[config.mk]
export PLATFORM = sky130hd
export DESIGN_NAME = apb_uart_fifo
export DESIGN_NICKNAME = d
export VERILOG_FILES = /design/src/rtl/apb_uart_fifo.sv
export SDC_FILE = /design/constraint.sdc
export NUM_CORES = 1
export LEC_CHECK = 0
export BUFFER_PORTS_ARGS = -buffer_cell sky130_fd_sc_hd__buf_2
export CAP_MARGIN = 20
export CORE_ASPECT_RATIO = 0.5
export CORE_MARGIN = 5
export CORE_UTILIZATION = 55
export DETAILED_ROUTE_END_ITERATION = 6
export PLACE_DENSITY = 0.77
export SLEW_MARGIN = 5
export SYNTH_ARGS = -nofsm -noshare
export SYNTH_HDL_FRONTEND = slang
export SYNTH_SLANG_ARGS = --single-unit
export TNS_END_PERCENT = 5
[constraint.sdc]
create_clock -name PCLK -period 3.95 [get_ports PCLK]
set_input_delay 0.5925 -clock PCLK [delete_from_list [all_inputs] [get_ports PCLK]]
set_output_delay 0.5925 -clock PCLK [all_outputs]
set_load 0.02 [all_outputs]
[src/rtl/apb_uart_fifo.sv]
// apb_uart_fifo: APB3 slave UART with TX/RX FIFOs, optional parity,
// one or two stop bits, sticky error flags, PSLVERR reporting and a
// maskable level interrupt.
//
// Ports:
//   PCLK, PRESET          clock, asynchronous active-high reset
//   PADDR/PSEL/PENABLE/   APB3 slave, zero wait states; PADDR is a word index
//   PWRITE/PWDATA
//   PRDATA/PREADY/PSLVERR read data, always-ready, per-access error
//   tx_serial             UART transmit line, idle high
//   rx_serial             UART receive line, asynchronous to PCLK
//   irq                   registered OR of the enabled interrupt sources

// Byte FIFO with an extra wrap bit on each pointer so full and empty
// can be told apart. The head is read combinationally so RXDATA can be
// returned in the same APB access phase.
module apb_uart_fifo_buf #(
  parameter int DEPTH = 8,
  parameter int AW    = 3
) (
  input  logic        PCLK,
  input  logic        PRESET,
  input  logic        clr,
  input  logic        push,
  input  logic        pop,
  input  logic [7:0]  din,
  output logic [7:0]  dout,
  output logic        empty,
  output logic        full,
  output logic [AW:0] level
);
  logic [7:0]  mem [DEPTH];
  logic [AW:0] wr_ptr_reg;
  logic [AW:0] rd_ptr_reg;
  logic        do_push;
  logic        do_pop;

  assign empty = (wr_ptr_reg == rd_ptr_reg);
  assign full  = (wr_ptr_reg[AW-1:0] == rd_ptr_reg[AW-1:0]) &&
                 (wr_ptr_reg[AW] != rd_ptr_reg[AW]);
  assign level = wr_ptr_reg - rd_ptr_reg;
  assign dout  = mem[rd_ptr_reg[AW-1:0]];

  // A push into a full FIFO is accepted only when the head leaves on the
  // same edge; a pop from an empty FIFO never happens.
  assign do_push = push && (!full || pop);
  assign do_pop  = pop && !empty;

  always_ff @(posedge PCLK or posedge PRESET) begin
    if (PRESET) begin
      wr_ptr_reg <= '0;
      rd_ptr_reg <= '0;
    end else if (clr) begin
      wr_ptr_reg <= '0;
      rd_ptr_reg <= '0;
    end else begin
      if (do_push) wr_ptr_reg <= wr_ptr_reg + 1'b1;
      if (do_pop)  rd_ptr_reg <= rd_ptr_reg + 1'b1;
    end
  end

  always_ff @(posedge PCLK) begin
    if (do_push && !clr) mem[wr_ptr_reg[AW-1:0]] <= din;
  end
endmodule

module apb_uart_fifo #(
  parameter int PADDR_WIDTH    = 32,
  parameter int PDATA_WIDTH    = 32,
  parameter int FIFO_DEPTH     = 8,
  parameter int DEFAULT_BAUDIV = 10417
) (
  input  logic                   PCLK,
  input  logic                   PRESET,
  input  logic [PADDR_WIDTH-1:0] PADDR,
  input  logic                   PSEL,
  input  logic                   PENABLE,
  input  logic                   PWRITE,
  input  logic [PDATA_WIDTH-1:0] PWDATA,
  output logic [PDATA_WIDTH-1:0] PRDATA,
  output logic                   PREADY,
  output logic                   PSLVERR,
  output logic                   tx_serial,
  input  logic                   rx_serial,
  output logic                   irq
);
  localparam int AW = $clog2(FIFO_DEPTH);

  typedef enum logic [2:0] {TX_IDLE, TX_START, TX_DATA, TX_PARITY, TX_STOP} tx_state_t;
  typedef enum logic [2:0] {RX_IDLE, RX_START, RX_DATA, RX_PARITY, RX_STOP} rx_state_t;

  // Configuration and status registers
  logic [6:0]  ctrl_reg;
  logic [15:0] baudiv_reg;
  logic [2:0]  int_en_reg;
  logic        overrun_reg, parity_err_reg, frame_err_reg;
  logic        irq_reg;

  wire tx_en    = ctrl_reg[0];
  wire rx_en    = ctrl_reg[1];
  wire par_en   = ctrl_reg[4];
  wire par_odd  = ctrl_reg[5];
  wire two_stop = ctrl_reg[6];

  // APB decode
  logic access, wr_acc, rd_acc;
  logic sel_ctrl, sel_stat, sel_tx, sel_rx, sel_baud, sel_inten;
  logic [15:0] rd_val;
  logic        apb_err;
  logic        tx_clr, rx_clr, stat_wr, tx_push, rx_pop;

  // FIFO interfaces
  logic [7:0]  txf_dout, rxf_dout;
  logic        txf_empty, txf_full, rxf_empty, rxf_full;
  logic [AW:0] tx_level_unused, rxf_level;
  logic        tx_pop, rx_push;
  logic [15:0] stat_val;
  logic        unused_bits;

  // TX FSM state
  tx_state_t   tx_state_reg;
  logic [15:0] tx_cnt_reg;
  logic [2:0]  tx_idx_reg;
  logic [7:0]  tx_shift_reg;
  logic        tx_par_reg, tx_stop_idx_reg, tx_serial_reg;
  logic        tx_last_stop, tx_busy;

  // RX path state
  logic        rx_s1_reg, rx_s2_reg, rx_prev_reg;
  rx_state_t   rx_state_reg;
  logic [15:0] rx_cnt_reg;
  logic [2:0]  rx_idx_reg;
  logic [7:0]  rx_shift_reg;
  logic        rx_fall, rx_sample, rx_push_req;
  logic        ovr_set, par_set, frm_set;

  assign access    = PSEL && PENABLE;
  assign wr_acc    = access && PWRITE;
  assign rd_acc    = access && !PWRITE;
  assign sel_ctrl  = (PADDR == PADDR_WIDTH'(0));
  assign sel_stat  = (PADDR == PADDR_WIDTH'(1));
  assign sel_tx    = (PADDR == PADDR_WIDTH'(2));
  assign sel_rx    = (PADDR == PADDR_WIDTH'(3));
  assign sel_baud  = (PADDR == PADDR_WIDTH'(4));
  assign sel_inten = (PADDR == PADDR_WIDTH'(5));

  assign tx_busy  = (tx_state_reg != TX_IDLE);
  assign stat_val = {8'(rxf_level), frame_err_reg, parity_err_reg, overrun_reg,
                     tx_busy, rxf_full, rxf_empty, txf_full, txf_empty};

  always_comb begin
    rd_val  = '0;
    apb_err = 1'b0;
    if (access) begin
      if (sel_ctrl) begin
        if (!PWRITE) rd_val = {9'b0, ctrl_reg};
      end else if (sel_stat) begin
        if (!PWRITE) rd_val = stat_val;
      end else if (sel_tx) begin
        // A full TX FIFO still accepts a byte if the FSM pops on this edge.
        if (!PWRITE || (txf_full && !tx_pop)) apb_err = 1'b1;
      end else if (sel_rx) begin
        if (PWRITE || rxf_empty) apb_err = 1'b1;
        else rd_val = {8'h00, rxf_dout};
      end else if (sel_baud) begin
        if (PWRITE) begin
          if (PWDATA[15:0] < 16'd2) apb_err = 1'b1;
        end else begin
          rd_val = baudiv_reg;
        end
      end else if (sel_inten) begin
        if (!PWRITE) rd_val = {13'b0, int_en_reg};
      end else begin
        apb_err = 1'b1;
      end
    end
  end

  assign PRDATA  = rd_acc ? PDATA_WIDTH'(rd_val) : '0;
  assign PSLVERR = apb_err;
  assign PREADY  = 1'b1;

  assign tx_clr  = wr_acc && sel_ctrl && PWDATA[2];
  assign rx_clr  = wr_acc && sel_ctrl && PWDATA[3];
  assign stat_wr = wr_acc && sel_stat;
  assign tx_push = wr_acc && sel_tx && !apb_err;
  assign rx_pop  = rd_acc && sel_rx && !rxf_empty;

  assign unused_bits = &{1'b0, PWDATA[PDATA_WIDTH-1:16], tx_level_unused};

  // Register file
  always_ff @(posedge PCLK or posedge PRESET) begin
    if (PRESET) begin
      ctrl_reg       <= '0;
      baudiv_reg     <= 16'(DEFAULT_BAUDIV);
      int_en_reg     <= '0;
      overrun_reg    <= 1'b0;
      parity_err_reg <= 1'b0;
      frame_err_reg  <= 1'b0;
      irq_reg        <= 1'b0;
    end else begin
      // Clear bits are one-shot strobes and are never stored.
      if (wr_acc && sel_ctrl) ctrl_reg <= {PWDATA[6:4], 2'b00, PWDATA[1:0]};
      if (wr_acc && sel_baud && !apb_err) baudiv_reg <= PWDATA[15:0];
      if (wr_acc && sel_inten) int_en_reg <= PWDATA[2:0];
      // A new error event wins over a simultaneous write-1-to-clear.
      overrun_reg    <= (overrun_reg    && !(stat_wr && PWDATA[5])) || ovr_set;
      parity_err_reg <= (parity_err_reg && !(stat_wr && PWDATA[6])) || par_set;
      frame_err_reg  <= (frame_err_reg  && !(stat_wr && PWDATA[7])) || frm_set;
      irq_reg <= (int_en_reg[0] && !rxf_empty) ||
                 (int_en_reg[1] && txf_empty) ||
                 (int_en_reg[2] && (overrun_reg || parity_err_reg || frame_err_reg));
    end
  end
  assign irq = irq_reg;

  apb_uart_fifo_buf #(.DEPTH(FIFO_DEPTH), .AW(AW)) u_txf (
    .PCLK(PCLK), .PRESET(PRESET), .clr(tx_clr), .push(tx_push), .pop(tx_pop),
    .din(PWDATA[7:0]), .dout(txf_dout), .empty(txf_empty), .full(txf_full),
    .level(tx_level_unused)
  );

  apb_uart_fifo_buf #(.DEPTH(FIFO_DEPTH), .AW(AW)) u_rxf (
    .PCLK(PCLK), .PRESET(PRESET), .clr(rx_clr), .push(rx_push), .pop(rx_pop),
    .din(rx_shift_reg), .dout(rxf_dout), .empty(rxf_empty), .full(rxf_full),
    .level(rxf_level)
  );

  // TX: a new frame starts from IDLE or straight out of the final stop bit.
  assign tx_last_stop = (tx_state_reg == TX_STOP) && (tx_cnt_reg == 16'd0) &&
                        (!two_stop || tx_stop_idx_reg);
  assign tx_pop = tx_en && !txf_empty && !tx_clr &&
                  ((tx_state_reg == TX_IDLE) || tx_last_stop);

  always_ff @(posedge PCLK or posedge PRESET) begin
    if (PRESET) begin
      tx_state_reg    <= TX_IDLE;
      tx_cnt_reg      <= '0;
      tx_idx_reg      <= '0;
      tx_shift_reg    <= '0;
      tx_par_reg      <= 1'b0;
      tx_stop_idx_reg <= 1'b0;
      tx_serial_reg   <= 1'b1;
    end else if (tx_pop) begin
      tx_state_reg  <= TX_START;
      tx_shift_reg  <= txf_dout;
      tx_par_reg    <= (^txf_dout) ^ par_odd;
      tx_cnt_reg    <= baudiv_reg - 16'd1;
      tx_serial_reg <= 1'b0;
    end else if (tx_state_reg != TX_IDLE) begin
      if (tx_cnt_reg != 16'd0) begin
        tx_cnt_reg <= tx_cnt_reg - 16'd1;
      end else begin
        // Bit boundary: reload from the current BAUDIV for the next bit.
        tx_cnt_reg <= baudiv_reg - 16'd1;
        unique case (tx_state_reg)
          TX_START: begin
            tx_state_reg  <= TX_DATA;
            tx_idx_reg    <= '0;
            tx_serial_reg <= tx_shift_reg[0];
          end
          TX_DATA: begin
            if (tx_idx_reg == 3'd7) begin
              tx_stop_idx_reg <= 1'b0;
              if (par_en) begin
                tx_state_reg  <= TX_PARITY;
                tx_serial_reg <= tx_par_reg;
              end else begin
                tx_state_reg  <= TX_STOP;
                tx_serial_reg <= 1'b1;
              end
            end else begin
              tx_idx_reg    <= tx_idx_reg + 3'd1;
              tx_shift_reg  <= {1'b0, tx_shift_reg[7:1]};
              tx_serial_reg <= tx_shift_reg[1];
            end
          end
          TX_PARITY: begin
            tx_state_reg    <= TX_STOP;
            tx_stop_idx_reg <= 1'b0;
            tx_serial_reg   <= 1'b1;
          end
          TX_STOP: begin
            if (two_stop && !tx_stop_idx_reg) tx_stop_idx_reg <= 1'b1;
            else tx_state_reg <= TX_IDLE;
            tx_serial_reg <= 1'b1;
          end
          default: tx_state_reg <= TX_IDLE;
        endcase
      end
    end
  end
  assign tx_serial = tx_serial_reg;

  // RX synchroniser plus one more flop for falling-edge detection.
  always_ff @(posedge PCLK or posedge PRESET) begin
    if (PRESET) begin
      rx_s1_reg   <= 1'b1;
      rx_s2_reg   <= 1'b1;
      rx_prev_reg <= 1'b1;
    end else begin
      rx_s1_reg   <= rx_serial;
      rx_s2_reg   <= rx_s1_reg;
      rx_prev_reg <= rx_s2_reg;
    end
  end

  assign rx_fall     = rx_prev_reg && !rx_s2_reg;
  assign rx_sample   = rx_en && (rx_state_reg != RX_IDLE) && (rx_cnt_reg == 16'd0);
  assign rx_push_req = rx_sample && (rx_state_reg == RX_STOP) && rx_s2_reg;
  assign rx_push     = rx_push_req;
  // The FIFO accepts a push on full only alongside a pop; otherwise it is lost.
  assign ovr_set     = rx_push_req && rxf_full && !rx_pop;
  assign frm_set     = rx_sample && (rx_state_reg == RX_STOP) && !rx_s2_reg;
  assign par_set     = rx_sample && (rx_state_reg == RX_PARITY) &&
                       (rx_s2_reg != ((^rx_shift_reg) ^ par_odd));

  always_ff @(posedge PCLK or posedge PRESET) begin
    if (PRESET) begin
      rx_state_reg <= RX_IDLE;
      rx_cnt_reg   <= '0;
      rx_idx_reg   <= '0;
      rx_shift_reg <= '0;
    end else if (!rx_en) begin
      rx_state_reg <= RX_IDLE;
    end else if (rx_state_reg == RX_IDLE) begin
      if (rx_fall) begin
        rx_state_reg <= RX_START;
        rx_cnt_reg   <= (baudiv_reg >> 1) - 16'd1;
      end
    end else if (rx_cnt_reg != 16'd0) begin
      rx_cnt_reg <= rx_cnt_reg - 16'd1;
    end else begin
      rx_cnt_reg <= baudiv_reg - 16'd1;
      unique case (rx_state_reg)
        RX_START: begin
          // Line back high at mid-start: a glitch, not a frame.
          if (rx_s2_reg) rx_state_reg <= RX_IDLE;
          else begin
            rx_state_reg <= RX_DATA;
            rx_idx_reg   <= '0;
          end
        end
        RX_DATA: begin
          rx_shift_reg <= {rx_s2_reg, rx_shift_reg[7:1]};
          if (rx_idx_reg == 3'd7) rx_state_reg <= par_en ? RX_PARITY : RX_STOP;
          else rx_idx_reg <= rx_idx_reg + 3'd1;
        end
        RX_PARITY: rx_state_reg <= RX_STOP;
        RX_STOP:   rx_state_reg <= RX_IDLE;
        default:   rx_state_reg <= RX_IDLE;
      endcase
    end
  end
endmodule

; Word-level counts from Yosys, hierarchy flattened
; Memory sizes are Yosys's and may differ from the RTL's.
; Cells that the tools add are included.
[op_classes]
shifts = 0
n_eq_ne = 35
bitwise_logic = 6
n_div = 0
mux = 75
n_reduce_logical = 108
n_lt_le_gt_ge = 1
mul = 0
add_sub_neg = 11
[ops]
columns = cell, n
row1 = two-way mux 16 bit, 14
row2 = equality test 32 x 2 -> 1 bit (second input constant), 2
row3 = equality test 32 x 3 -> 1 bit (second input constant), 2
row4 = logical AND 1 bit, 48
row5 = two-way mux 3 bit, 16
row6 = two-way mux 8 bit, 6
row7 = subtractor 16 x 1 -> 16 bit (second input constant), 3
row8 = equality test 32 x 1 -> 1 bit (second input constant), 1
row9 = zero test 16 bit, 2
row10 = zero test 32 bit, 1
row11 = two-way mux 4 bit, 8
row12 = nonzero test 16 bit, 2
row13 = two-way mux 1 bit, 22
row14 = adder 4 x 1 -> 4 bit (second input constant), 4
row15 = zero test 1 bit, 16
row16 = less-than comparator 16 x 2 -> 1 bit (second input constant), 1
row17 = nonzero test 2 bit, 8
row18 = XOR reduction 8 bit, 2
row19 = subtractor 15 x 1 -> 16 bit (second input constant), 1
row20 = != test 2 bit (second input constant), 7
row21 = logical OR 1 bit, 13
row22 = equality test 3 x 2 -> 1 bit (second input constant), 4
row23 = equality test 3 bit (second input constant), 4
row24 = two-way mux 12 bit, 1
row25 = other kinds (26), 48
[totals]
ramBits = 128
register_bits = 110
inputBits = 70
memories = 2
mem_bits_ro = 0
latchBits = 0
elab_cells = 263
output_inout_bits = 36
[memory_table]
columns = memory, depth, width, rd, rd_ports_with_merged_regs, wr, line_no
row1 = u_rxf.mem, 8, 8, 1, 0, 1, 32  ; logic [7:0] mem [DEPTH];
row2 = u_txf.mem, 8, 8, 1, 0, 1, 32

; Logic depth before layout (Yosys ltp)
; Gate-level depths: netlist (run 1).
[logic_depth]
depth_word = 21
mapped_depth = 12
ltp_nobuf = 9

; Hierarchy
; A second synthesis (run 1) with hierarchy kept.
[unflattened]
cells_unflattened = 1090
hier_area_um2 = 12595.8
[by_module_without_submodules]
columns = mod, seq_area_each_um2, cells_each, instances, area_per_inst_um2
row1 = apb_uart_fifo, 2364.8, 724, 1, 6462.4
row2 = apb_uart_fifo_buf, 2122.0, 183, 2, 3066.7

; Worst setup path before layout (run 1)
; No wires, ideal clock.
[synth_timing]
kind = register to register
start = register u_rxf.rd_ptr_reg[1]
end = memory u_rxf.mem[2][0], enable pin
synth_period_minus_slack_ns = 3.692
path_slack_ns = 0.258
stages_incl_launch_ff = 12
t_required_ns = 3.567
n_path_buf = 3
setup_time_ns = 0.383
arrival_time_ns = 3.309
path_cell_list = dfrtp_1 -> clkbuf_1 -> buf_1 -> inv_1 -> ha_1 -> nand4_1 -> and3_1 -> and4_1 -> clkbuf_1 -> o21ai_2 -> or3_4 -> nor3_1
[synth_between]
elab_chain_len = 8
elab_cells_between_ends = 11
cone_classes = eq/ne: 2 / mux: 2 / reduce/logical: 7
[synth_lines]
columns = item, line_no
row1 = start: declaration, 34  ; logic [AW:0] rd_ptr_reg;
row2 = start signal: assignment, 58  ; if (do_pop) rd_ptr_reg <= rd_ptr_reg + 1'b1;
row3 = equality test 4 bit or equality test 3 bit (tied branches), "38, 39"
row4 = zero test 1 bit or logical AND 1 bit (tied branches), "187, 39"
row5 = logical AND 1 bit or zero test 1 bit (tied branches), "187, 46"
row6 = logical OR 1 bit (*), 46  ; assign do_push = push && (!full || pop);
row7 = logical AND 1 bit (*), 46
row8 = logical AND 1 bit (*), 63  ; if (do_push && !clr) mem[wr_ptr_reg[AW-1:0]] <= din;
row9 = two-way mux 1 bit (*), 63
row10 = two-way mux 1 bit (implied by the code) (*), 63
row11 = end: declaration, 32
; Mark *: on every way between the ends. The rest lies on a longest branch, timed or not.

; Final worst setup path (run 1)
[layout_timing]
start = register u_rxf.rd_ptr_reg[2]
end = output port PRDATA[2]
[layout_between]
elab_chain_len = 9
elab_cells_between_ends = 11
cone_classes = eq/ne: 1 / mux: 8 / reduce/logical: 1 / memory: 1
[layout_lines]
columns = item, line_no
row1 = branches (longest 5 deep; another with memory (8 x 8 bit)), -
row2 = two-way mux 16 bit (*), 157  ; end else if (sel_stat) begin
row3 = two-way mux 16 bit (*), 155  ; if (sel_ctrl) begin
row4 = two-way mux 16 bit (*), 154  ; if (access) begin
row5 = two-way mux 16 bit (*), 179  ; assign PRDATA = rd_acc ? PDATA_WIDTH'(rd_val) : '0;
row6 = end: declaration, 80  ; output logic [PDATA_WIDTH-1:0] PRDATA,
; Every way passes the cells marked *.

==> results of run 1 <==
-- power by group through the flow --
stage	clock network, mW	logic, mW	registers, mW
6_report	2.09	0.115	2.61
5_1_grt	2.24	0.127	2.61
4_1_cts	2.12	0.114	2.61
3_5_place_dp	0	0.114	2.66
3_3_place_gp	0	0.112	2.66
2_1_floorplan	0	0.0636	2.66
-- worst max-delay path, stage by stage (launching register included) --
cell	delay, ns
sky130_fd_sc_hd__dfrtp_1	0.39
sky130_fd_sc_hd__inv_2	0.19
sky130_fd_sc_hd__ha_1	0.32
sky130_fd_sc_hd__nand4_1	0.22
sky130_fd_sc_hd__and3_1	0.27
sky130_fd_sc_hd__nand4_1	0.39
sky130_fd_sc_hd__a21oi_1	0.38
sky130_fd_sc_hd__a31oi_1	0.08
sky130_fd_sc_hd__o22ai_1	0.19
sky130_fd_sc_hd__buf_2	0.21
-- cells by family after synthesis --
group,after synthesis
other,2
DFF,238
xor gates and xnor gates,71
and+or+nand+nor,348
buffers and inverters,102
muxes,98
AOI/OAI and AO/OA,190
adders and majority gates,18
-- worst paths after layout --
check | slack (ns) | start | to
min | 0.20 | rx_serial | rx_s1_reg
min reg2reg | 0.36 | rx_s1_reg | rx_s2_reg
max | 0.23 | u_rxf.rd_ptr_reg[2] | PRDATA[2]
min in group asynchronous | 0.25 | PRESET | rx_shift_reg[1]
max in group asynchronous | 2.86 | PRESET | tx_serial
max reg2reg | 0.55 | rx_cnt_reg[2] | u_rxf.mem[3][5]
-- routing by layer --
| layer | vias to the layer above | global-route usage | routed length (um) | share of wire |
|---|---|---|---|---|
| met4 | 0 | 0.05057 | 562 | 0.019 |
| met2 | 292 | 0.3802 | 13820 | 0.48 |
| met5 | - | 0 | 0 | 0 |
| li1 | 4037 | - | - | - |
| met3 | 46 | 0.03717 | 1847 | 0.064 |
| met1 | 4325 | 0.3183 | 12700 | 0.44 |
-- area by class of cell --
type	instances	area [um^2]
sequential	238	6609
timing repair buffer	97	560.5
fill	1745	8782
clock buffer	26	544.3
multi-input combinational	742	5474
inverter	28	107.6
tap	307	384.1
clock inverter	11	131.4
-- cell usage in the layout, fill, tap and decap left out, types with 4 or more instances in the layout --
cell	n
sky130_fd_sc_hd__ha_1	17
sky130_fd_sc_hd__clkbuf_1	5
sky130_fd_sc_hd__nor4_1	20
sky130_fd_sc_hd__conb_1	17
sky130_fd_sc_hd__a22o_1	9
sky130_fd_sc_hd__nand2_1	97
sky130_fd_sc_hd__nor4_4	5
sky130_fd_sc_hd__and2_1	11
sky130_fd_sc_hd__dfrtp_1	100
sky130_fd_sc_hd__a221o_1	4
sky130_fd_sc_hd__clkinv_1	4
sky130_fd_sc_hd__a21oi_1	53
sky130_fd_sc_hd__or3_1	7
sky130_fd_sc_hd__mux2_1	7
sky130_fd_sc_hd__clkbuf_16	21
sky130_fd_sc_hd__a31oi_1	7
sky130_fd_sc_hd__o22ai_1	6
sky130_fd_sc_hd__and3_1	4
sky130_fd_sc_hd__or2_2	6
sky130_fd_sc_hd__xor2_1	33
sky130_fd_sc_hd__edfxtp_1	128
sky130_fd_sc_hd__nor2b_1	7
sky130_fd_sc_hd__mux2_2	33
sky130_fd_sc_hd__inv_1	26
sky130_fd_sc_hd__o21ai_0	56
sky130_fd_sc_hd__nand2b_1	7
sky130_fd_sc_hd__nand3_1	21
sky130_fd_sc_hd__nand4_1	7
sky130_fd_sc_hd__nor2_1	83
sky130_fd_sc_hd__mux4_2	32
sky130_fd_sc_hd__xnor2_1	38
sky130_fd_sc_hd__a211oi_1	10
sky130_fd_sc_hd__dfstp_2	10
sky130_fd_sc_hd__buf_4	24
sky130_fd_sc_hd__mux2i_1	25
sky130_fd_sc_hd__nor3_1	38
sky130_fd_sc_hd__buf_2	72
-- metrics by stage --
stage               setup WS, ns  cell area, um^2
floorplan                 0.2578            12550
global placement          0.4055            13130
detailed placement        0.4854            13140
CTS                       0.3241            13810
global route              0.1007            13810
finish                    0.2329            13810
==> impl_summary.log, run 1 <==
[metrics] global-route total usage across every layer: 0.2267
[metrics] number of distinct library cells after synthesis: 90
[metrics] TritonCTS Buffers: 21
[metrics] worst IR drop on VDD: 0.3057 mV
[metrics] main flop type after synthesis: sky130_fd_sc_hd__edfxtp_1
[metrics] final weighted congestion in routability-driven placement: 0.9110
[metrics] Syn-to-layout area delta: 10.50%
[metrics] Die ar.: 0.02602 mm^2
[metrics] antenna violations before repair: 0
[metrics] unrepaired setup endpoints after global routing: false
[metrics] count of maximum capacitance violations: 0
[metrics] number of standard-cell rows in the floorplan: 39
[metrics] Switching Fraction: 0.2073
[metrics] maximum number of pins on one net before global-route repair: 64
[metrics] count of final setup violators: 0
[metrics] count of non-filler cells in the finished layout: approximately 1400
[metrics] power after layout: 4.815 mW
[metrics] fraction of the mapped netlist area in compound gates: 0.09981
[metrics] ports placed on the boundary: between 100 and 150
[metrics] Pwr Density: 348.6 mW/mm^2
[metrics] area fraction of the dominant cell type after synthesis: 0.3075
[metrics] CP Capture Type: primary output
[metrics] Final #Nets: 1216
[metrics] kind of launch point of the worst setup path: flip-flop
[metrics] floorplan die width: about 220 um
[metrics] adder and majority cell fraction of the synthesized area: 0.01862
[metrics] multiplexer area fraction after synthesis: 0.1149
[metrics] clock share of power: 0.434
[metrics] sequential share of the synthesized area: 0.5288
[metrics] Reg clk slew, reported paths: 0.06 ns
[metrics] leakage: 5.525 nW
[metrics] Data required, critical path: roughly 3.4 ns
[metrics] First-pass DRT Iterations: 5
[metrics] internal power consumption: 3.817 mW
[metrics] via density per instance: 6.004
[metrics] DRT antenna net count: 0
[metrics] fraction of power consumed by sequential logic: 0.542
[metrics] parity-gate share of the synthesized area counting xor and xnor cells: 0.04975
[metrics] main combinational cell family by area after synthesis: simple AND/OR/NAND/NOR gates
[metrics] Core Util, Final: 0.6113
[metrics] CTS tree: yes
[metrics] arrival time at the worst endpoint: 3.12 ns
[metrics] top cells by instance count after synthesis: sky130_fd_sc_hd__edfxtp_1 (128), sky130_fd_sc_hd__dfrtp_1 (100), sky130_fd_sc_hd__nand2_1 (97)
[metrics] Max Fanout on Critical Path: 10
[metrics] basic-gate share of the synthesized area counting and, or, nand and nor cells: 0.1472
[metrics] number of flip-flops and latches in the synthesized netlist: 238
[metrics] maximum number of buffers from clock root to sink: 3
[metrics] total of hold buffers inserted after clock tree synthesis: 0
[metrics] Port Buffers: approximately 70
[metrics] DR iter-0 viols: 827
[metrics] Initial Utilization: 0.5532
[metrics] cell taking the most area after synthesis: sky130_fd_sc_hd__edfxtp_1
[metrics] area inside the core boundary: 0.02259 mm^2
[metrics] kind of critical path: flip-flop to primary output
[metrics] layout cell share with drive strength beyond 1: 0.2075
[metrics] final hold violations: 0
[metrics] DRC violations left: 0
[metrics] Vert. Die Dim: 116.6 um
[metrics] final clock period utilization by the worst path: 0.9410
[metrics] synth warn: 0
[metrics] path category of the worst min-delay check: primary input to flip-flop
[metrics] Post-Place Cells: 1412
[metrics] number of clock sinks: 238
[metrics] largest cells by area after synthesis: sky130_fd_sc_hd__edfxtp_1 (31%), sky130_fd_sc_hd__dfrtp_1 (20%), sky130_fd_sc_hd__mux4_2 (5.8%), sky130_fd_sc_hd__mux2_2 (3.0%), sky130_fd_sc_hd__nand2_1 (2.9%)
[metrics] Mapped Avg Cell Area: between 10 and 15 um^2
[metrics] CTS root buf: sky130_fd_sc_hd__clkbuf_16
[metrics] reg2reg path depth: 8
[metrics] Comb pwr share: 0.024
[metrics] WHS: approximately 0.2 ns
[metrics] switching component of the power: 0.9979 mW
[metrics] setup tns final: 0 ns
[metrics] count of inserted antenna diode cells: 0
[metrics] via count of the first global-routing pass: 8639
[metrics] number of buffers inserted to repair setup after CTS: 0
[metrics] pins over their slew limit: 0
[metrics] dominant cell by count in the synthesized netlist: sky130_fd_sc_hd__edfxtp_1
[metrics] routed length per instance: roughly 20 um
[metrics] post-DP HPWL: roughly 20 mm
[metrics] count of instances resized after the clock tree is built: 0
[metrics] final worst path period need: 3.717 ns
[metrics] gate count after technology mapping: 1067
[metrics] wire length of the first global-routing pass: between 40 and 50 mm
[metrics] clk_skew: approximately 0.014 ns
[metrics] maximum level of the CTS H-tree: 1
[metrics] share of flip-flops with an asynchronous set or reset after synthesis: 0.4622
[metrics] peak clock frequency supported by timing: around 270 MHz
[metrics] mapped cell area: 0.01250 mm^2
[metrics] Routed WL: 28.94 mm
[metrics] total congestion overflow: 0
[metrics] Worst Max-Slew Pin Slew: 0.9749 ns
[metrics] insertion delay to the later sink of the worst-skew pair: 0.51 ns
[metrics] Hold Path Cell Cnt: 1
[metrics] run status: finished, final reports clean
[metrics] worst max-slew margin expressed relative to the limit: 0.3457
[metrics] routed vias: 8700
[metrics] count of flip-flops with a built-in enable after synthesis: 128
No activity file was read; power rests on OpenSTA's default activity.
==> run 2, diff against run 1 <==
--- a/config.mk
+++ b/config.mk
@@ -12,6 +12,7 @@
 export CORE_UTILIZATION = 55
 export DETAILED_ROUTE_END_ITERATION = 6
 export PLACE_DENSITY = 0.77
+export REMOVE_ABC_BUFFERS = 1
 export SLEW_MARGIN = 5
 export SYNTH_ARGS = -nofsm -noshare
 export SYNTH_HDL_FRONTEND = slang
==> impl_summary.log, run 2 (synthesized netlist as in run 1, its figures left out) <==
[metrics] run status: finished, violations left
[metrics] violations in the final reports: DRC
[metrics] internal power consumption: 3.818 mW (about the same)
[metrics] total of hold buffers inserted after clock tree synthesis: 0 (unchanged)
[metrics] count of final setup violators: 0 (unchanged)
[metrics] arrival time at the worst endpoint: 3.10 ns (-0.02 ns)
[metrics] layout cell share with drive strength beyond 1: 0.2158 (+0.008309)
[metrics] kind of critical path: flip-flop to primary output
[metrics] area inside the core boundary: 0.02259 mm^2 (unchanged)
[metrics] final hold violations: 0 (unchanged)
[metrics] DR top layer: met4
[metrics] worst IR drop on VDD: 0.4119 mV (+35%)
[metrics] Pwr Density: 349.3 mW/mm^2 (+0.19%)
[metrics] amount of wire on met3 after detailed routing: 2.079 mm (+13%)
[metrics] cell type group with the largest total delay on the critical path: simple AND/OR/NAND/NOR gates
[metrics] final weighted congestion in routability-driven placement: 0.9606 (+5.4%)
[metrics] kind of launch point of the worst setup path: flip-flop
[metrics] worst max-slew margin expressed relative to the limit: 0.3073 (-0.03844)
[metrics] Vert. Die Dim: 116.6 um (unchanged)
[metrics] Final #Nets: 1221 (+0.41%)
[metrics] count of maximum capacitance violations: 0 (unchanged)
[metrics] Routed WL: 29.33 mm (+1.3%)
[metrics] maximum number of pins on one net before global-route repair: 66 (+3.1%)
[metrics] clk_skew: 0.01351 ns (-0.0001234 ns)
[metrics] DRC violations left: 1 (+1)
[metrics] Met1 Routed Length: 12.40 mm (-2.4%)
[metrics] insertion delay to the later sink of the worst-skew pair: 0.51 ns (about the same)
[metrics] Port Buffers: 72 (unchanged)
[metrics] Die ar.: 0.02602 mm^2 (unchanged)
[metrics] Max Fanout on Critical Path: 7 (-3)
[metrics] switching component of the power: 1.023 mW (+2.5%)
[metrics] ordered cell list for the critical path: inv_1 -> ha_1 -> nand4_1 -> and3_1 -> nand4_1 -> a21oi_1 -> a31oi_1 -> o22ai_1 -> buf_2
[metrics] CTS root buf: sky130_fd_sc_hd__clkbuf_16
[metrics] path category of the worst min-delay check: primary input to flip-flop
[metrics] pins over their slew limit: 0 (unchanged)
[metrics] Comb pwr share: 0.024 (about the same)
[metrics] fraction of power consumed by sequential logic: 0.540 (-0.002)
[metrics] CTS tree: yes
[metrics] post-DP HPWL: 20.61 mm (+0.55%)
[metrics] unrepaired setup endpoints after global routing: false
[metrics] via density per instance: 6.090 (+1.4%)
[metrics] final worst path period need: 3.693 ns (-0.02377 ns)
[metrics] Data required, critical path: 3.36 ns (about the same)
[metrics] DR iter-0 viols: 1088 (+32%)
[metrics] maximum level of the CTS H-tree: 1 (unchanged)
[metrics] number of standard-cell rows in the floorplan: 39 (unchanged)
[metrics] ports placed on the boundary: 106 (unchanged)
[metrics] Crit path largest cell delay: 0.47 ns (+0.08 ns)
[metrics] clock share of power: 0.437 (+0.003)
[metrics] total congestion overflow: 0 (unchanged)
[metrics] CP Capture Type: primary output
[metrics] antenna violations before repair: 0 (unchanged)
[metrics] TritonCTS Buffers: 22 (+4.8%)
[metrics] Syn-to-layout area delta: 10.89%
[metrics] power after layout: 4.841 mW (+0.54%)
[metrics] routed vias: 8867 (+1.9%)
[metrics] count of inserted antenna diode cells: 0 (unchanged)
[metrics] most common library cell in the layout ignoring fill and taps: sky130_fd_sc_hd__edfxtp_1
[metrics] count of instances resized after the clock tree is built: 0 (unchanged)
[metrics] DRT antenna net count: 0 (unchanged)
[metrics] Worst Max-Slew Pin Slew: 1.032 ns (+0.05727 ns)
[metrics] Crit-path slowest cell: sky130_fd_sc_hd__dfrtp_1
[metrics] maximum number of buffers from clock root to sink: 3 (unchanged)
[metrics] commonest cells after routing, fill and taps aside: sky130_fd_sc_hd__edfxtp_1 (128), sky130_fd_sc_hd__dfrtp_1 (100), sky130_fd_sc_hd__nand2_1 (97)
[metrics] Switching Fraction: 0.2114 (+0.004112)
[metrics] First-pass DRT Iterations: 7 (+2)
[metrics] global-route total usage across every layer: 0.2279 (+0.001252)
[metrics] via count of the first global-routing pass: 8823 (+2.1%)
[metrics] met2 layer wire length in the routed design: 14.11 mm (+2.1%)
[metrics] routed length per instance: 20.14 um (+0.86%)
[metrics] number of clock sinks: 238 (unchanged)
[metrics] floorplan die width: 223.2 um (unchanged)
[metrics] peak clock frequency supported by timing: 270.8 MHz (+0.64%)
[metrics] number of buffers inserted to repair setup after CTS: 0 (unchanged)
[metrics] cell repeated most along the worst path: sky130_fd_sc_hd__nand4_1
[metrics] leakage: 5.560 nW (+0.64%)
[metrics] wire length of the first global-routing pass: 47.44 mm (+0.20%)
[metrics] Core Util, Final: 0.6134 (+0.002160)
[metrics] Reg clk slew, reported paths: 0.07 ns (about the same)
[metrics] count of buffer and inverter cells on the critical path: 2 (unchanged)
[metrics] Filler cells: 1720 (-1.4%)
[metrics] final clock period utilization by the worst path: 0.9350 (-0.006018)
[metrics] Initial Utilization: 0.5532 (unchanged)
-- run 2: cell types whose count changed in the layout (fill, tap and decap cells not counted), moves of 2 or more --
cell and change:
sky130_fd_sc_hd__bufinv_16 -2, sky130_fd_sc_hd__clkbuf_2 +2, sky130_fd_sc_hd__buf_4 +5, sky130_fd_sc_hd__clkinv_1 -4, sky130_fd_sc_hd__clkinv_4 +2, sky130_fd_sc_hd__clkbuf_16 +2
-- run 2: layout make-up --
type	count	area, um^2	share of cell area
well taps	307	384.1	0.02772
clock inverters	8	81.33	0.005868
repair buffers	101	578.1	0.04171
inverters	28	107.6	0.007764
flip-flops and latches	238	6609	0.4768
multi-input cells	742	5474	0.3950
clock buffers	32	625.6	0.04514
-- run 2: path summary, 6_finish.rpt --
| path | from | endpoint | slack, ns | depth (start not counted) |
|---|---|---|---|---|
| setup / recovery | u_rxf.wr_ptr_reg[0] | PRDATA[2] | 0.26 | 9 |
| hold / removal | rx_serial | rx_s1_reg | 0.18 | 1 |
| min in group asynchronous | PRESET | rx_shift_reg[0] | 0.23 | 2 |
| hold reg to reg | rx_s1_reg | rx_s2_reg | 0.36 | 0 |
| max in group asynchronous | PRESET | baudiv_reg[11] | 2.76 | 3 |
| setup reg to reg | tx_cnt_reg[0] | u_txf.mem[0][5] | 0.59 | 10 |
-- run 2: per-stage QoR --
step	setup TNS [ns]	worst slack, ns	instances	hold slack (ns)	instance area (um^2)
CTS	0	0.3285	1456	0.1675	13860
global placement	0	0.3557	1415	0.3487	13150
global route	0	0.1415	1456	0.1692	13860
detailed placement	0	0.5871	1416	0.3484	13150
finish	0	0.2566	1456	0.1806	13860
floorplan	-104.97	-1.530	1008	0.3452	12160
-- run 2: power groups by stage --
stage	registers (mW)	clock network [mW]	logic [mW]
global route	2.61	2.25	0.126
CTS	2.61	2.14	0.115
finish	2.61	2.11	0.115
detailed placement	2.66	0	0.114
global placement	2.66	0	0.110
floorplan	2.66	0	0.0471
-- run 2: layer usage --
layer | vias up | track usage
met2 | 318 | 0.3901
li1 | 4040 | -
met1 | 4449 | 0.3102
met4 | 0 | 0.05383
met3 | 60 | 0.04093
met5 | - | 0
==> run 3, diff against run 2 <==
--- a/config.mk
+++ b/config.mk
@@ -13,6 +13,7 @@
 export DETAILED_ROUTE_END_ITERATION = 6
 export PLACE_DENSITY = 0.77
 export REMOVE_ABC_BUFFERS = 1
+export SETUP_SLACK_MARGIN = 0.3
 export SLEW_MARGIN = 5
 export SYNTH_ARGS = -nofsm -noshare
 export SYNTH_HDL_FRONTEND = slang
==> impl_summary.log, run 3 (synthesized netlist as in run 1, its figures left out) <==
[metrics] Data required, critical path: 3.36 ns (about the same)
[metrics] via density per instance: 6.087 (about the same)
[metrics] Reg clk slew, reported paths: 0.07 ns (about the same)
[metrics] via count of the first global-routing pass: 8823 (unchanged)
[metrics] CP Capture Type: primary output
[metrics] floorplan die width: 223.2 um (unchanged)
[metrics] count of inserted antenna diode cells: 0 (unchanged)
[metrics] First-pass DRT Iterations: 6 (-1)
[metrics] count of buffer and inverter cells on the critical path: 2 (unchanged)
[metrics] global-route total usage across every layer: 0.2279 (unchanged)
[metrics] final hold violations: 0 (unchanged)
[metrics] DRT antenna net count: 0 (unchanged)
[metrics] final worst path period need: 3.599 ns (-0.09446 ns)
[metrics] Port Buffers: 72 (unchanged)
[metrics] unrepaired setup endpoints after global routing: true
[metrics] Final #Nets: 1221 (unchanged)
[metrics] arrival time at the worst endpoint: 3.01 ns (-0.09 ns)
[metrics] leakage: 5.560 nW (about the same)
[metrics] commonest cells after routing, fill and taps aside: sky130_fd_sc_hd__edfxtp_1 (128), sky130_fd_sc_hd__dfrtp_1 (100), sky130_fd_sc_hd__nand2_1 (97)
[metrics] most common library cell in the layout ignoring fill and taps: sky130_fd_sc_hd__edfxtp_1
[metrics] pins over their slew limit: 0 (unchanged)
[metrics] number of clock sinks: 238 (unchanged)
[metrics] Crit path largest cell delay: 0.47 ns (about the same)
[metrics] number of buffers inserted to repair setup after CTS: 0 (unchanged)
[metrics] maximum number of pins on one net before global-route repair: 66 (unchanged)
[metrics] Hold Path Cell Cnt: 1 (unchanged)
[metrics] Max Fanout on Critical Path: 7 (unchanged)
[metrics] count of maximum capacitance violations: 0 (unchanged)
[metrics] Initial Utilization: 0.5532 (unchanged)
[metrics] worst max-slew margin expressed relative to the limit: 0.3134 (+0.006076)
[metrics] count of instances resized after the clock tree is built: 0 (unchanged)
[metrics] DRC violations left: 0 (-1)
[metrics] cell repeated most along the worst path: sky130_fd_sc_hd__nand4_1
[metrics] peak clock frequency supported by timing: 277.9 MHz (+2.6%)
[metrics] final weighted congestion in routability-driven placement: 0.9606 (unchanged)
[metrics] Die ar.: 0.02602 mm^2 (unchanged)
[metrics] Routed WL: 29.29 mm (-0.12%)
[metrics] Crit-path slowest cell: sky130_fd_sc_hd__dfrtp_1
[metrics] number of standard-cell rows in the floorplan: 39 (unchanged)
[metrics] ordered cell list for the critical path: inv_1 -> ha_1 -> nand4_1 -> and3_1 -> nand4_1 -> a21oi_1 -> a31oi_1 -> o22ai_1 -> buf_2
[metrics] post-DP HPWL: 20.61 mm (unchanged)
[metrics] Vert. Die Dim: 116.6 um (unchanged)
[metrics] total of hold buffers inserted after clock tree synthesis: 0 (unchanged)
[metrics] CTS root buf: sky130_fd_sc_hd__clkbuf_16
[metrics] count of final setup violators: 0 (unchanged)
[metrics] setup tns final: 0 ns (unchanged)
[metrics] TritonCTS Buffers: 22 (unchanged)
[metrics] Pwr Density: 349.3 mW/mm^2 (about the same)
[metrics] routed vias: 8862 (-0.056%)
[metrics] final clock period utilization by the worst path: 0.9111 (-0.02391)
[metrics] cell type group with the largest total delay on the critical path: simple AND/OR/NAND/NOR gates
[metrics] kind of critical path: flip-flop to primary output
[metrics] wire length of the first global-routing pass: 47.44 mm (unchanged)
[metrics] area inside the core boundary: 0.02259 mm^2 (unchanged)
[metrics] antenna violations before repair: 0 (unchanged)
[metrics] run status: finished, final reports clean
[metrics] total congestion overflow: 0 (unchanged)
[metrics] kind of launch point of the worst setup path: flip-flop
[metrics] routed length per instance: 20.12 um (-0.12%)
[metrics] worst IR drop on VDD: 0.4115 mV (about the same)
[metrics] insertion delay to the later sink of the worst-skew pair: 0.51 ns (about the same)
[metrics] CTS tree: yes
[metrics] maximum level of the CTS H-tree: 1 (unchanged)
[metrics] path length in cells of the critical path: 9 (unchanged)
[metrics] path category of the worst min-delay check: primary input to flip-flop
[metrics] clk_skew: 0.01320 ns (-0.0003069 ns)
[metrics] layout cell share with drive strength beyond 1: 0.2167 (+0.0008703)
[metrics] Syn-to-layout area delta: 10.94% (about the same)
[metrics] Core Util, Final: 0.6137 (about the same)
[metrics] DR iter-0 viols: 1023 (-6.0%)
[metrics] maximum number of buffers from clock root to sink: 3 (unchanged)
[metrics] Worst Max-Slew Pin Slew: 1.023 ns (-0.009053 ns)
[metrics] reg2reg path depth: 8 (-2)
[metrics] ports placed on the boundary: 106 (unchanged)
run 3: cell counts in the layout (fill, tap and decap cells not counted):
No cell type changed its count.
run 3: path summary, 6_finish.rpt:
kind	from	end	slack [ns]
worst max-delay path	u_rxf.wr_ptr_reg[0]	PRDATA[2]	0.35
worst min-delay path	rx_serial	rx_s1_reg	0.18
worst max register to register	rx_cnt_reg[6]	u_rxf.mem[0][1]	0.63
worst min register to register	rx_s1_reg	rx_s2_reg	0.36
max in group asynchronous	PRESET	baudiv_reg[11]	2.75
min in group asynchronous	PRESET	rx_shift_reg[0]	0.23
run 3: report_power, final:
part | switching [mW] | internal (mW)
Sequential | 0.00179 | 2.61
Combinational | 0.0871 | 0.0284
Clock | 0.937 | 1.18
run 3: cell type report:
cell class              count  area [um^2]
clock buffers              32        625.6
clock inverters             8        81.33
fillers                  1719         8727
inverters                  28        107.6
multi-input cells         742         5480
flip-flops and latches    238         6609
well taps                 307        384.1
repair buffers            101        578.1
run 3: metal layers:
| metal | part of all wire | GRT usage | up-vias |
|---|---|---|---|
| met5 | 0 | 0 | - |
| met4 | 0.023 | 0.05383 | 0 |
| met3 | 0.071 | 0.04093 | 49 |
| met2 | 0.48 | 0.3901 | 340 |
| met1 | 0.43 | 0.3102 | 4431 |
| li1 | - | - | 4042 |
run 3: worst reg2reg max path, delay by kind of cell, from the launching register on:
family	cells	cell delay, ns
AOI/OAI and AO/OA	1	0.14
buffers and inverters	1	0.28
DFF	1	0.44
and+or+nand+nor	6	2.17
run 3: metrics by stage:
step / cell area (um^2) / hold WS [ns] / cells / total power [mW] / setup slack, ns
5_1_grt: 13870 / 0.1692 / 1456 / 4.989 / 0.2271
3_5_place_dp: 13150 / 0.3484 / 1416 / 2.777 / 0.5871
6_report: 13870 / 0.1778 / 1456 / 4.843 / 0.3511
3_3_place_gp: 13150 / 0.3487 / 1415 / 2.773 / 0.3557
2_1_floorplan: 12160 / 0.3452 / 1008 / 2.710 / -1.530
4_1_cts: 13860 / 0.1675 / 1456 / 4.864 / 0.3285
